--- src/rtl/mux_pkg.sv ---
// Shared types and helpers for the round-robin / fixed-select output mux.
package mux_pkg;

    typedef enum logic {
        EMPTY = 1'b0,
        FULL  = 1'b1
    } state_t;

    // Select width is clog2(n), but never narrower than one bit.
    function automatic int calc_sel_w(input int n);
        int w;
        w = 0;
        while ((1 << w) < n) w++;
        return (w < 1) ? 1 : w;
    endfunction

endpackage

--- src/rtl/mux_rr_n_rr_arbiter.sv ---
// Round-robin arbiter: grants the first requester after ptr, wrapping modulo N_CH.
module rr_arbiter #(
    parameter int N_CH  = 32,
    parameter int SEL_W = 5
) (
    input  logic [N_CH-1:0]  req,
    input  logic [SEL_W-1:0] ptr,
    output logic [SEL_W-1:0] grant_idx,
    output logic             grant_vld
);

    localparam int unsigned NCH = N_CH;

    int unsigned idx;

    // Scan from farthest to nearest offset so the nearest requester wins.
    always_comb begin
        grant_idx = '0;
        grant_vld = 1'b0;
        idx       = 0;
        for (int unsigned i = NCH; i >= 1; i--) begin
            idx = int'(ptr) + i;
            if (idx >= NCH) idx = idx - NCH;
            if (req[idx[SEL_W-1:0]]) begin
                grant_idx = idx[SEL_W-1:0];
                grant_vld = 1'b1;
            end
        end
    end

endmodule

--- src/rtl/mux_rr_n.sv ---
// N-channel to one registered output mux with fixed-select and round-robin modes.
module mux_rr_n
    import mux_pkg::*;
#(
    parameter  int N_CH  = 32,
    parameter  int WIDTH = 32,
    localparam int SEL_W = calc_sel_w(N_CH)
) (
    input  logic                  clk,
    input  logic                  rst,
    input  logic [N_CH*WIDTH-1:0] in_data,
    input  logic [N_CH-1:0]       in_valid,
    output logic [N_CH-1:0]       in_ready,
    input  logic                  mode,
    input  logic [SEL_W-1:0]      sel,
    output logic [WIDTH-1:0]      out_data,
    output logic [SEL_W-1:0]      out_ch,
    output logic                  out_valid,
    input  logic                  out_ready
);

    localparam int unsigned NCH = N_CH;

    state_t            state, state_n;
    logic [SEL_W-1:0]  ptr;
    logic [SEL_W-1:0]  rr_idx;
    logic              rr_vld;
    logic [SEL_W-1:0]  g;
    logic              g_vld;
    logic              load_en;
    logic              xfer;
    int unsigned       g_base;

    rr_arbiter #(
        .N_CH  (N_CH),
        .SEL_W (SEL_W)
    ) u_arb (
        .req       (in_valid),
        .ptr       (ptr),
        .grant_idx (rr_idx),
        .grant_vld (rr_vld)
    );

    always_comb begin
        g     = '0;
        g_vld = 1'b0;
        if (mode) begin
            g     = rr_idx;
            g_vld = rr_vld;
        end else if (int'(sel) < NCH) begin
            g     = sel;
            g_vld = in_valid[sel];
        end
    end

    assign load_en = (state == EMPTY) || out_ready;
    assign xfer    = g_vld && load_en && !rst;
    assign g_base  = int'(g) * WIDTH;

    always_comb begin
        in_ready = '0;
        if (xfer) in_ready[g] = 1'b1;
    end

    always_comb begin
        state_n = state;
        case (state)
            EMPTY:   if (xfer) state_n = FULL;
            FULL:    if (out_ready) state_n = xfer ? FULL : EMPTY;
            default: state_n = EMPTY;
        endcase
    end

    always_ff @(posedge clk) begin
        if (rst) begin
            state    <= EMPTY;
            ptr      <= SEL_W'(N_CH - 1);
            out_data <= '0;
            out_ch   <= '0;
        end else begin
            state <= state_n;
            if (xfer) begin
                out_data <= in_data[g_base +: WIDTH];
                out_ch   <= g;
                if (mode) ptr <= g;
            end
        end
    end

    assign out_valid = (state == FULL);

endmodule

--- config.mk ---
export PLATFORM = sky130hd
export DESIGN_NAME = mux_rr_n
export DESIGN_NICKNAME = d
export VERILOG_FILES = /design/src/rtl/mux_pkg.sv /design/src/rtl/mux_rr_n_rr_arbiter.sv /design/src/rtl/mux_rr_n.sv
export SDC_FILE = /design/constraint.sdc
export NUM_CORES = 1
export LEC_CHECK = 0
export ABC_AREA = 1
export CAP_MARGIN = 20
export CORE_AREA = 2 2 448 450
export CTS_BUF_LIST = sky130_fd_sc_hd__clkbuf_4 sky130_fd_sc_hd__clkbuf_8
export DETAILED_ROUTE_END_ITERATION = 16
export DIE_AREA = 0 0 450 452
export SLEW_MARGIN = 5
export SYNTH_ARGS = -nofsm -noshare
export SYNTH_HDL_FRONTEND = slang
export SYNTH_SLANG_ARGS = --single-unit
--- constraint.sdc ---
create_clock -name clk -period 13.9 [get_ports clk]
set_input_delay 2.78 -clock clk [delete_from_list [all_inputs] [get_ports clk]]
set_output_delay 2.78 -clock clk [all_outputs]
set_load 0.03 [all_outputs]
==> out/qor.txt <==
Status -> finished, final reports clean
Synth Area in Compound Gates -> 6.37%
Synth Register Bits -> 43
Top Usage Layer GRT -> met2
Yosys top cell area share -> 59.9%
RSZ-0062 raised after global routing -> false
CP required -> 11.12 ns
Async set or reset register ratio after synthesis -> 0%
Max IR drop VDD -> 0.0000663 V
GRT Residual Overflow -> 0
Slew Viols, Final -> 0
Fmax achieved -> 87.0 MHz
Final worst path period share -> 82.7%
Synth Flop Type -> dfxtp_1
XOR/XNOR Fraction of Synth Area -> 1.01%
Met1 Usage GRT -> 23.1%
Final setup margin -> 2.40 ns
Worst-Skew Late Latency -> 0.44 ns
Worst reg2reg path depth -> 56
Hold Path Class -> register to register
Setup slack after placement -> 2.23 ns
CTS tree -> yes
RR Startpoint -> ptr[0]
Post-Syn Area -> 19100 sq um
Clk_skew -> 0.0344 ns
Hold_sp -> out_data[22]
Detail Route Antenna Nets -> 0
Fin Setup TNS -> 0 ns
Antenna violations before repair -> 84
Die Wd -> 450 um
DR pass1 iterations -> 6
Synthesis-to-layout area growth -> 71.9%
M2 GR Usage -> 33.3%
YS warnings -> 0
Final setup violation count -> 0
Worst-path fanout max -> 82
Vias in the first global route -> 29223
CP Capture Type -> output pin
Post-CTS Hold Fix Bufs -> 0
MaxCap Viol Count -> 0
Combinational family with the most area after synthesis -> simple AND/OR/NAND/NOR gates
Worst Tran Pin Value -> 0.915 ns
DR iter-0 viols -> 2753
Post-Synthesis Cells -> 4403
First-pass GRT wire length -> 258000 um
Post-synthesis simple-gate area fraction -> 77.2%
Nets -> 6370
Synthesized area per cell -> 4.34 sq um
IO Pins -> 1135
Routed vias -> 31420
Area leader, netlist -> nand2_1
Reg2reg setup slack -> 4.31 ns
Area occupied by multi-input gates -> 16400 sq um
Post-synth cell types -> 45
Post-CTS Setup Bufs -> 0
Mux contribution to synthesized area -> 0%
CTS H-tree depth -> 2
Final Critical Period -> 11.50 ns
Post-synth EDFFs -> 0
Slew margin rel. -> 38.8%
Area contributors post-synth -> nand2_1 60%, nand3_1 15%, dfxtp_1 4.5%
TritonCTS buffer count -> 5
PostCTS Resize Cnt -> 0
RD Place Congestion -> 0.953
Fin. Hold Viols -> 0
Setup crit start kind -> input port
Grt met3 use -> 3.50%
Synth Area in Adders -> 0.851%
Worst r2r dst -> out_data[4]
Register Area -> 862 sq um
Critical Path AT -> 8.72 ns
Clock sink count -> 43
WHS Path Cells -> 2
Detailed placer's ending HPWL -> 167000 um
Register area share after synthesis -> 4.50%
Critical Setup Path Class -> input port to output pin
Largest net degree at the start of global routing -> 111
Worst Hold Margin -> 0.473 ns
Slowest-stage cell, CP -> clkdlybuf4s50_1
Layout cell share with drive strength beyond 1 -> 2.32%
Root Buffer -> clkbuf_8
Die H -> 452 um
Site row count -> 164
WL/cell -> 24.8 um
I/O Buffers -> 1134
Placed Instance Area -> 32700 sq um
Residual DRC -> 0
Clock Tree Buf Depth -> 2
Endpoint, Worst Hold -> out_data[22]
Starting Density -> 9.63%
Slowest stage delay, CP -> 0.74 ns
Layout filler cell count -> 23653
Leak Pwr -> 0.0162 uW
Syn_nets -> 5481
Design Area, Final -> 32900 sq um
Crit-path most repeated cell -> nand2_1
GRT Total Usage -> 18.5%
Vias per cell -> 3.94
Final wirelength -> 197000 um
Leading cell types in the layout, fill and taps excluded -> 3044 x nand2_1, 1133 x clkdlybuf4s50_1, 576 x nand3_1
Core area -> 199000 sq um
Commonest non-fill, non-tap cell in the layout -> nand2_1
Reg clk slew, reported paths -> 0.11 ns
Pwr Density -> 129 nW/um^2
Die area -> 203000 sq um
[routing by layer]
metal,part of all wire [%],routed length [um],up-vias
li1,-,-,15514
met4,1.4,2740,64
met5,0.22,426,-
met2,50,98900,1295
met3,6.5,12800,186
met1,42,82500,14361
[through the flow]
| stage | std cells | util (%) | total power [uW] |
|---|---|---|---|
| final | 7976 | 16.6 | 4230 |
| after global routing | 7958 | 16.5 | 4690 |
| after CTS | 7949 | 16.5 | 4390 |
| after detailed placement | 7941 | 16.5 | 4240 |
| after global placement | 7941 | 16.5 | 4260 |
| after floorplan | 4403 | - | 2400 |
[synth_stat cells, drive strengths merged, types with 3 or more instances]
master  number
a21oi      161
nand2     3060
a31oi       15
o21a         4
xor2        14
nor2        68
clkinv       3
nand3      579
dfxtp       43
o21ai       32
o211ai       3
inv         83
nor4         4
clkbuf     100
buf        206
ha          13
[critical path, delay by kind of cell]
family	cells	cell delay, ns
AND/OR/NAND/NOR	39	3.99
buffers and inverters	5	1.93
[area by class of cell]
cell class,instances,share of cell area (%)
repair buffers,1188,35.8
clock inverters,3,0.0799
well taps,2656,10.1
diodes,27,0.205
flip-flops and latches,43,2.62
multi-input cells,3968,50.0
clock buffers,5,0.209
inverters,86,1.00
[worst max-delay path by stage]
stage,endpoint,slack (ns),depth (start not counted),startpoint
2_1_floorplan,in_ready[0],4.88,44,in_valid[22]
5_1_grt,in_ready[23],1.81,42,in_valid[31]
3_3_place_gp,in_ready[23],2.16,44,in_valid[18]
4_1_cts,in_ready[31],2.25,38,in_valid[12]
6_report,in_ready[31],2.40,44,in_valid[18]
3_5_place_dp,in_ready[31],2.23,38,in_valid[12]
[cell families after synthesis]
logic type / count (synthesis)
AO/OA/AOI/OAI: 222
XOR/XNOR: 16
adder cells (fa/ha/maj): 13
buffers and inverters: 392
flip-flops: 43
AND/OR/NAND/NOR: 3717
[power breakdown]
group | switching, uW | total [uW] | leakage [uW] | internal (uW)
clock | 83.2 | 121 | 0.0000493 | 37.5
combinational | 2840 | 3950 | 0.0158 | 1110
sequential | 18.5 | 166 | 0.000352 | 147
[sequential cells by signal (all words and copies together), names as in the netlist]
register and cells:
out_ch 5, out_data 32, out_valid 1, ptr 5
(Power assumes the default switching activity.)
